--- src/rtl/fetch_queue.sv ---
// rtl/fetch_queue.sv - in-order fetch queue with redirect flush; optional counters under FETCH_QUEUE_PERF_EN
module fetch_queue #(
    parameter int unsigned DEPTH    = 4,
    parameter logic [31:0] RESET_PC = 32'h0000_0000,
    parameter int unsigned ILEN     = 32
) (
    input  logic            clk_i,
    input  logic            rstn_i,
    input  logic            taken_branch_i,
    input  logic [31:0]     new_pc_i,
    input  logic            stall_i,
    output logic            req_valid_o,
    input  logic            req_ready_i,
    output logic [31:0]     req_pc_o,
    input  logic            rsp_valid_i,
    input  logic [ILEN-1:0] rsp_instr_i,
    output logic [31:0]     pc_o,
    output logic [ILEN-1:0] instr_o,
    output logic            valid_o,
    output logic [31:0]     kanata_id_o
`ifdef FETCH_QUEUE_PERF_EN
    ,
    output logic [31:0]     perf_empty_cycles_o,
    output logic [31:0]     perf_dropped_rsp_o
`endif
);
    localparam int unsigned CW  = $clog2(DEPTH + 1);
    localparam int unsigned CW1 = CW + 1;
    localparam int unsigned PW  = $clog2(DEPTH);
    localparam logic [CW:0] DEPTH_W = CW1'(DEPTH);

    logic [31:0]     fetch_pc_q, fetch_pc_d;
    logic [CW-1:0]   occ_q, occ_d;
    logic [CW-1:0]   inflight_q, inflight_d;
    logic [CW-1:0]   drop_q, drop_d;
    logic [PW-1:0]   wr_ptr_q, wr_ptr_d, rd_ptr_q, rd_ptr_d;
    logic [PW-1:0]   pend_wr_q, pend_wr_d, pend_rd_q, pend_rd_d;
    logic [31:0]     kanata_q, kanata_d;
    logic [31:0]     last_pc_q;
    logic [ILEN-1:0] last_instr_q;

    // Data FIFO (delivered to decode) and the PC side queue of outstanding requests
    logic [31:0]     fifo_pc    [DEPTH];
    logic [ILEN-1:0] fifo_instr [DEPTH];
    logic [31:0]     pend_pc    [DEPTH];

    logic            issue, rsp_drop, push, pop;
    logic [CW:0]     load;

    assign load        = {1'b0, occ_q} + {1'b0, inflight_q};
    assign req_valid_o = rstn_i & ~taken_branch_i & (load < DEPTH_W);
    assign req_pc_o    = fetch_pc_q;
    assign valid_o     = (occ_q != '0);
    assign issue       = req_valid_o & req_ready_i;
    assign rsp_drop    = rsp_valid_i & (taken_branch_i | (drop_q != '0));
    assign push        = rsp_valid_i & ~rsp_drop;
    assign pop         = valid_o & ~stall_i & ~taken_branch_i;
    assign pc_o        = valid_o ? fifo_pc[rd_ptr_q] : last_pc_q;
    assign instr_o     = valid_o ? fifo_instr[rd_ptr_q] : last_instr_q;
    assign kanata_id_o = kanata_q;

    // Next-state: normal issue/response/pop, then redirect overrides everything
    always_comb begin
        fetch_pc_d = issue ? fetch_pc_q + 32'd4 : fetch_pc_q;
        inflight_d = inflight_q + CW'(issue) - CW'(rsp_valid_i);
        pend_wr_d  = issue ? pend_wr_q + PW'(1) : pend_wr_q;
        pend_rd_d  = rsp_valid_i ? pend_rd_q + PW'(1) : pend_rd_q;
        drop_d     = (rsp_valid_i && (drop_q != '0)) ? drop_q - CW'(1) : drop_q;
        wr_ptr_d   = push ? wr_ptr_q + PW'(1) : wr_ptr_q;
        rd_ptr_d   = pop ? rd_ptr_q + PW'(1) : rd_ptr_q;
        occ_d      = occ_q + CW'(push) - CW'(pop);
        kanata_d   = pop ? kanata_q + 32'd1 : kanata_q;
        if (taken_branch_i) begin
            fetch_pc_d = new_pc_i;
            wr_ptr_d   = '0;
            rd_ptr_d   = '0;
            occ_d      = '0;
            drop_d     = inflight_q - CW'(rsp_valid_i);
        end
    end

    // Control state registers
    always_ff @(posedge clk_i or negedge rstn_i) begin
        if (!rstn_i) begin
            fetch_pc_q   <= RESET_PC;
            occ_q        <= '0;
            inflight_q   <= '0;
            drop_q       <= '0;
            wr_ptr_q     <= '0;
            rd_ptr_q     <= '0;
            pend_wr_q    <= '0;
            pend_rd_q    <= '0;
            kanata_q     <= '0;
            last_pc_q    <= '0;
            last_instr_q <= '0;
        end else begin
            fetch_pc_q <= fetch_pc_d;
            occ_q      <= occ_d;
            inflight_q <= inflight_d;
            drop_q     <= drop_d;
            wr_ptr_q   <= wr_ptr_d;
            rd_ptr_q   <= rd_ptr_d;
            pend_wr_q  <= pend_wr_d;
            pend_rd_q  <= pend_rd_d;
            kanata_q   <= kanata_d;
            if (valid_o) begin
                last_pc_q    <= pc_o;
                last_instr_q <= instr_o;
            end
        end
    end

    // Storage arrays: PC captured at issue, paired with its response on write
    always_ff @(posedge clk_i) begin
        if (issue) begin
            pend_pc[pend_wr_q] <= fetch_pc_q;
        end
        if (push) begin
            fifo_pc[wr_ptr_q]    <= pend_pc[pend_rd_q];
            fifo_instr[wr_ptr_q] <= rsp_instr_i;
        end
    end

    // Buffered plus outstanding work can never exceed the FIFO capacity
    assert property (@(posedge clk_i) disable iff (!rstn_i) load <= DEPTH_W);

`ifdef FETCH_QUEUE_PERF_EN
    logic [31:0] perf_empty_q, perf_drop_q;

    // Saturating counters for empty-output cycles and discarded responses
    always_ff @(posedge clk_i or negedge rstn_i) begin
        if (!rstn_i) begin
            perf_empty_q <= '0;
            perf_drop_q  <= '0;
        end else begin
            if (!valid_o && (perf_empty_q != 32'hFFFF_FFFF)) begin
                perf_empty_q <= perf_empty_q + 32'd1;
            end
            if (rsp_drop && (perf_drop_q != 32'hFFFF_FFFF)) begin
                perf_drop_q <= perf_drop_q + 32'd1;
            end
        end
    end

    assign perf_empty_cycles_o = perf_empty_q;
    assign perf_dropped_rsp_o  = perf_drop_q;
`endif

endmodule

--- config.mk ---
export PLATFORM = sky130hd
export DESIGN_NAME = fetch_queue
export DESIGN_NICKNAME = d
export VERILOG_FILES = /design/src/rtl/fetch_queue.sv
export SDC_FILE = /design/constraint.sdc
export NUM_CORES = 1
export LEC_CHECK = 0
export BUFFER_PORTS_ARGS = -buffer_cell sky130_fd_sc_hd__buf_2
export CORE_ASPECT_RATIO = 0.8
export CORE_MARGIN = 1
export CORE_UTILIZATION = 53
export CTS_CLUSTER_SIZE = 10
export DETAILED_ROUTE_END_ITERATION = 7
export PLACE_DENSITY = 0.75
export SLEW_MARGIN = 5
export SYNTH_ARGS = -nofsm -noshare
export SYNTH_HDL_FRONTEND = slang
export SYNTH_SLANG_ARGS = --single-unit
--- constraint.sdc ---
create_clock -name clk_i -period 2.7 [get_ports clk_i]
set_clock_uncertainty 0.05 [all_clocks]
set_input_delay 0.27 -clock clk_i [delete_from_list [all_inputs] [get_ports clk_i]]
set_output_delay 0.27 -clock clk_i [all_outputs]
set_load 0.02 [all_outputs]
==> run_results.csv, run 1 <==
group,metric,value,unit
synth,syn_inst,1286,
synth,avgSynthCellArea,16.2,sq um
timing,hold_viol,0,
finish,nets,1708,
finish,mostFrequentLayoutCell,"edfxtp_1",
timing,finalCritPeriodShare,95.6,%
finish,final_cell_mix,"edfxtp_1 (384), nand2_1 (317), buf_2 (198)",
hold_path,hp-class,"primary input to flip-flop",
global_route,grt-ovfl-total,0,
synth,synth_cell_types,47,
synth,synth_edf_count,384,
pwr,p_comb_share,31.4,%
timing,fin_tns_setup,0,ns
synth,muxShareOfSynthArea,10.8,%
placement,io_buffer_count,199,
setup_path,critical_path_arrival,2.26,ns
clock_tree,clock-sinks,529,
pwr,p_int,17.3,mW
synth,seq_area_frac_synth,72.8,%
pwr,vdd_drop_max,542,uV
finish,final_cell_area,0.0254,sq mm
placement,pre_cts_ws,0.00654,ns
clock_tree,cts_tree,"yes",
route,totalWireLength,45500,um
synth,ys_warn_count,0,
pwr,total_leakage_power,9.99,nW
clock_tree,cts_root_buffer,"clkbuf_16",
flow_run,cap_violations,0,
route,vias,12100,
setup_path,path_class,"flip-flop to output port",
timing,slew_headroom,50.8,%
floorplanning,floorplan.die_area,0.0401,sq mm
timing,min_period,2.58,ns
finish,area_delta_synth_final,22.0,%
run_status,status,"finished clean",
floorplanning,die_h,179,um
synth,synthAdderAreaFrac,1.39,%
pwr,pwr-share-seq,41.2,%
synth,yosys.area_share.simple,9.70,%
route,first_pass_iters,5,
pwr,power.density,1020,mW/mm^2
pwr,clockPowerShare,27.5,%
route,ant_nets,0,
synth,synth_seq_cells,529,
route,vias_per_cell,5.59,
timing,setup_viol,0,
timing,whs,0.0641,ns
clock_tree,h-tree-depth,2,
clock_tree,clk_latency,0.59,ns
timing,fin_ws,0.119,ns
placement,gp_congestion,0.826,
placement,dp_hpwl,27800,um
clock_tree,clockBufferDepth,3,
floorplanning,fp-row-count,64,
finish,fillers,2692,
pwr,power,26.0,mW
setup_path,end_kind,"output port",
pwr,switching_share,33.3,%
setup_path,critPathMaxFanout,65,
timing,worst_pin_slew,0.739,ns
clock_tree,cts_buffers,59,
floorplanning,die_width,224,um
synth,synth_flop_cell,"edfxtp_1",
clock_tree,clk_pin_slew,0.06,ns
global_route,grt_pass1_vias,12300,
global_route,antenna_found_initial,0,
synth,synthesis.nets,1378,
global_route,grt_pass1_wl,69800,um
route,route.detailed.drc,0,
floorplanning,initial_core_util,54.1,%
global_route,grt_max_degree,92,
timing,drv_slew,0,
route,wire_per_inst,21.1,um
floorplanning,core,0.0384,sq mm
finish,antennaDiodeCount,0,
route,drt_iter0_drc,884,
setup_path,worst_ep_required_time,2.38,ns
synth,synth_compound_area_share,1.76,%
finish,drive_gt1_share,27.1,%
timing,rsz0062_at_grt,"false",
floorplanning,boundaryPins,200,
synth,synth-async-reset-ratio,27.4,%
setup_path,startpoint_type,"flip-flop",
timing,fmax,388,MHz
placement,placed_cell_area,0.0229,sq mm
synth,synth_top_family_by_area,"multiplexers",
synth,syn_area,0.0208,sq mm
global_route,track_usage,23.2,%
pwr,p_sw,8.64,mW
synth,synth_xor_area_share,2.02,%
[cells by family (layout without fill, tap and decap cells)]
family / count (synthesis) / after routing
buffers and inverters: 75 / 452
adder cells (fa/ha/maj): 22 / 22
AND/OR/NAND/NOR: 453 / 453
XOR/XNOR: 48 / 48
AO/OA/AOI/OAI: 54 / 54
multiplexers: 105 / 105
flip-flops: 529 / 529
[through the flow]
step,instances,utilization [%]
2_1_floorplan,1286,-
3_3_place_gp,1972,59.5
3_5_place_dp,1972,59.5
4_1_cts,2151,65.8
5_1_grt,2158,66.0
6_report,2158,66.0
[path summary, 6_finish.rpt]
kind                            slack [ns]                   endpoint                      start  cells after the start
worst max register to register        0.17    inflight_q[2]$_DFF_PN0_         occ_q[1]$_DFF_PN0_                     11
worst max-delay path                  0.12                   pc_o[15]         occ_q[1]$_DFF_PN0_                      7
min in group asynchronous             0.29   pend_rd_q[1]$_DFFE_PN0P_                     rstn_i                      3
worst min-delay path                  0.06    wr_ptr_q[0]$_DFFE_PN0P_             taken_branch_i                      3
max in group asynchronous             1.61         occ_q[1]$_DFF_PN0_                     rstn_i                      3
worst min register to register        0.41  last_pc_q[15]$_DFFE_PN0N_  last_pc_q[15]$_DFFE_PN0N_                      2
[registers in the layout, indices dropped and copies added, names as in the netlist]
| register | count |
|---|---|
| inflight_q | 3 |
| fifo_instr | 128 |
| pend_rd_q | 2 |
| fifo_pc | 128 |
| pend_wr_q | 2 |
| pend_pc | 128 |
| kanata_id_o | 32 |
| wr_ptr_q | 2 |
| occ_q | 3 |
| last_pc_q | 32 |
| last_instr_q | 32 |
| req_pc_o | 32 |
| drop_q | 3 |
| rd_ptr_q | 2 |
[metal layers]
layer,track usage (%),vias up,share of wire [%]
li1,-,5466,-
met1,32.7,6120,43
met2,38.3,421,49
met3,3.88,53,6.4
met4,5.28,0,1.2
met5,0,-,0
[power groups by stage]
stage / registers, mW / clock network [mW] / logic, mW
after floorplan: 10.6 / 0 / 5.15
after global placement: 10.8 / 0 / 7.53
after detailed placement: 10.9 / 0 / 7.70
after CTS: 10.7 / 7.26 / 8.05
after global routing: 10.8 / 7.58 / 8.94
final: 10.7 / 7.13 / 8.15
[Yosys cell counts, drive strengths merged, types with 5 or more instances]
library cell | instances | share of area (%)
nor2 | 30 | 0.54
or4 | 6 | 0.22
xnor2 | 33 | 1.4
nor4 | 6 | 0.35
o211ai | 12 | 0.43
buf | 18 | 0.40
nand4 | 16 | 0.55
nor3 | 8 | 0.22
nand2 | 317 | 5.7
and2 | 10 | 0.30
dfrtp | 145 | 17
nand3 | 31 | 0.84
inv | 23 | 0.41
o311ai | 5 | 0.21
o21ai | 16 | 0.38
mux4 | 96 | 10
clkbuf | 34 | 0.61
xor2 | 15 | 0.63
a21oi | 6 | 0.14
mux2i | 5 | 0.24
edfxtp | 384 | 55
and3 | 14 | 0.43
ha | 20 | 1.2
[final cells by class]
type	count	area, sq um	area share [%]
Timing Repair Buffer	321	2400	9.46
Inverter	23	86.3	0.340
Sequential cell	529	15200	59.8
Multi-Input combinational cell	682	5390	21.3
Clock buffer	104	1650	6.48
Tap cell	495	619	2.44
Clock inverter	4	61.3	0.242
[timing repair]
item / 4_1_cts / 5_1_grt
pin swaps: 1 / 4
setup endpoints to repair: 66 / 13
resized for setup: 2 / 5
cloned: 1 / 1
hold buffers: 66 / 0
buffers inserted: 4 / 6
endpoints found under the hold margin: 307 / 0
[critical path: stages, from the launching register on]
cell and delay (ns):
dfrtp_2 0.44, nor3_4 0.30, buf_12 0.21, inv_2 0.06, buf_12 0.22, nand2_1 0.16
nand2_1 0.06, buf_2 0.17
Power figures use the tool's default switching activity.
==> inputs of run 2 (changes only) <==
Settings changed: CORE_UTILIZATION 53 to 55, CTS_BUF_LIST from default to sky130_fd_sc_hd__clkbuf_8, PLACE_DENSITY 0.75 to 0.78.
Clock period 2.7 ns to 2.1 ns, I/O delays scaled along.
==> run_results.csv, run 2 (synthesis gave the netlist of run 1 again) <==
group,metric,value,unit
run_status,status,"finished with violations",
run_status,violations,"negative setup slack",
setup_path,cpPeakStageDelay,0.51,ns
timing,finalCritPeriodShare,123,%
timing,whs,0.102,ns
global_route,grt_pass1_wl,79100,um
global_route,grt_max_degree,47,
clock_tree,clk_pin_slew,0.06,ns
finish,multi_input_area,0.00608,sq mm
hold_path,min_from,"taken_branch_i",
setup_path,path_class,"flip-flop to output port",
placement,io_buffer_count,199,
timing,worst_pin_slew,0.721,ns
route,vias,13700,
setup_path,critical_path_arrival,2.32,ns
route,drt_iter0_drc,1317,
finish,final_cell_mix,"edfxtp_1 (384), nand2_1 (188), dfrtp_1 (141)",
finish,instances_no_fill,2332,
floorplanning,die_h,176,um
clock_tree,cts_tree,"yes",
timing,hold_viol,0,
setup_path,slowest_stage,"dfrtp_4",
setup_path,cpMostUsedCell,"nand2_2",
placement,dp_hpwl,29400,um
setup_path,end_kind,"output port",
finish,drive_gt1_share,44.4,%
route,totalWireLength,56000,um
setup_path,startpoint_type,"flip-flop",
global_route,grt_pass1_vias,13700,
placement,place_inst,2030,
timing,slew_headroom,51.9,%
timing,drv_slew,0,
clock_tree,clock-sinks,529,
pwr,power,37.3,mW
timing,rsz0062_at_grt,"true",
clock_tree,cts_root_buffer,"clkbuf_8",
timing,setup_viol,228,
floorplanning,core,0.0371,sq mm
finish,final_core_util,75.7,%
floorplanning,die_width,219,um
floorplanning,fp-row-count,63,
placement,gp_congestion,0.844,
global_route,track_usage,27.8,%
setup_path,worst_ep_required_time,1.84,ns
finish,mostFrequentLayoutCell,"edfxtp_1",
floorplanning,floorplan.die_area,0.0386,sq mm
pwr,total_leakage_power,11.2,nW
setup_path,critPathMaxFanout,7,
route,first_pass_iters,6,
timing,fmax,388,MHz
route,wire_per_inst,24.0,um
setup_path,worstPathCellList,"buf_12, buf_8, buf_16, mux4_2, nand2_2, nand2_2, buf_6",
global_route,antenna_found_initial,0,
finish,reg.largest.list,"fifo_instr (128), fifo_pc (128), pend_pc (128)",
setup_path,crit_path_start,"rd_ptr_q[0]$_DFFE_PN0P_",
finish,nets,1874,
route,ant_nets,0,
flow_run,cap_violations,0,
clock_tree,cts_buffers,80,
pwr,vdd_drop_max,1420,uV
timing,fin_ws,-0.479,ns
clock_tree,clk_latency,0.63,ns
route,route.detailed.drc,0,
floorplanning,initial_core_util,56.1,%
placement,placed_cell_area,0.0235,sq mm
setup_path,reg2reg_from,"occ_q[1]$_DFF_PN0_",
finish,fillers,1968,
finish,area_delta_synth_final,35.0,%
global_route,grt-ovfl-total,0,
hold_path,hp-class,"primary input to flip-flop",
pwr,power.density,1330,mW/mm^2
clock_tree,h-tree-depth,3,
route,vias_per_cell,5.87,
finish,antennaDiodeCount,0,
timing,fin_tns_setup,-48.95,ns
timing,min_period,2.58,ns
finish,seq_area,0.0152,sq mm
floorplanning,boundaryPins,200,
placement,pre_cts_ws,-0.304,ns
finish,final_cell_area,0.0281,sq mm
clock_tree,clockBufferDepth,3,
-- run 2: changes by cell type in the layout (fill, tap and decap cells not counted), moves of 15 or more --
| cell | previous run | this run |
|---|---|---|
| buf_12 | 22 | 41 |
| buf_16 | 0 | 15 |
| buf_2 | 198 | 132 |
| buf_4 | 32 | 107 |
| buf_6 | 1 | 89 |
| clkbuf_1 | 45 | 0 |
| clkbuf_16 | 60 | 8 |
| clkbuf_8 | 0 | 85 |
| clkinv_1 | 0 | 20 |
| inv_1 | 21 | 38 |
| nand2_1 | 317 | 188 |
| nand2_2 | 0 | 128 |
-- run 2: timing repair --
| action | CTS | global route |
|---|---|---|
| buffers inserted | 48 | 36 |
| gates resized for setup | 249 | 177 |
| hold buffers | 67 | 0 |
| pin swaps | 69 | 125 |
| endpoints found under the hold margin | 202 | 0 |
| gates cloned | 21 | 10 |
| setup endpoints to repair | 224 | 485 |
-- run 2: layout make-up --
class,count,area share [%]
clock inverter,60,1.14
multi-input combinational,684,21.6
tap,487,2.17
clock buffer,85,4.16
inverter,23,0.370
timing repair buffer,464,16.5
sequential,529,54.0
-- run 2: path summary, 6_finish.rpt --
| path | cells after the start | end | slack (ns) |
|---|---|---|---|
| worst max-delay path | 7 | instr_o[24] | -0.48 |
| worst min-delay path | 4 | occ_q[0]$_DFF_PN0_ | 0.10 |
| worst max register to register | 12 | inflight_q[2]$_DFF_PN0_ | -0.41 |
| worst min register to register | 2 | last_pc_q[19]$_DFFE_PN0N_ | 0.42 |
| max in group asynchronous | 4 | req_pc_o[2]$_DFFE_PN0P_ | 0.49 |
| min in group asynchronous | 3 | last_instr_q[12]$_DFFE_PN0N_ | 0.27 |
-- run 2: where the power goes --
group	total [mW]	internal, mW	switching (mW)
Clock	8.03	4.02	4.01
Combinational	15.8	7.34	8.46
Sequential	13.5	12.9	0.600
Total	37.3	24.3	13.1
-- run 2: worst max-delay path, delay by kind of cell (launching register included) --
| kind | cells | cell delay [ns] |
|---|---|---|
| flip-flops | 1 | 0.51 |
| buffers and inverters | 4 | 0.56 |
| multiplexers | 1 | 0.43 |
| AND/OR/NAND/NOR | 2 | 0.19 |
-- run 2: metal layers --
metal  vias to the layer above  track usage [%]  part of all wire [%]
li1                       5809                -                     -
met1                      6926             36.9                    38
met2                       794             45.6                    51
met3                       155             6.24                   8.1
met4                         0             9.43                   3.1
met5                         -                0                     0
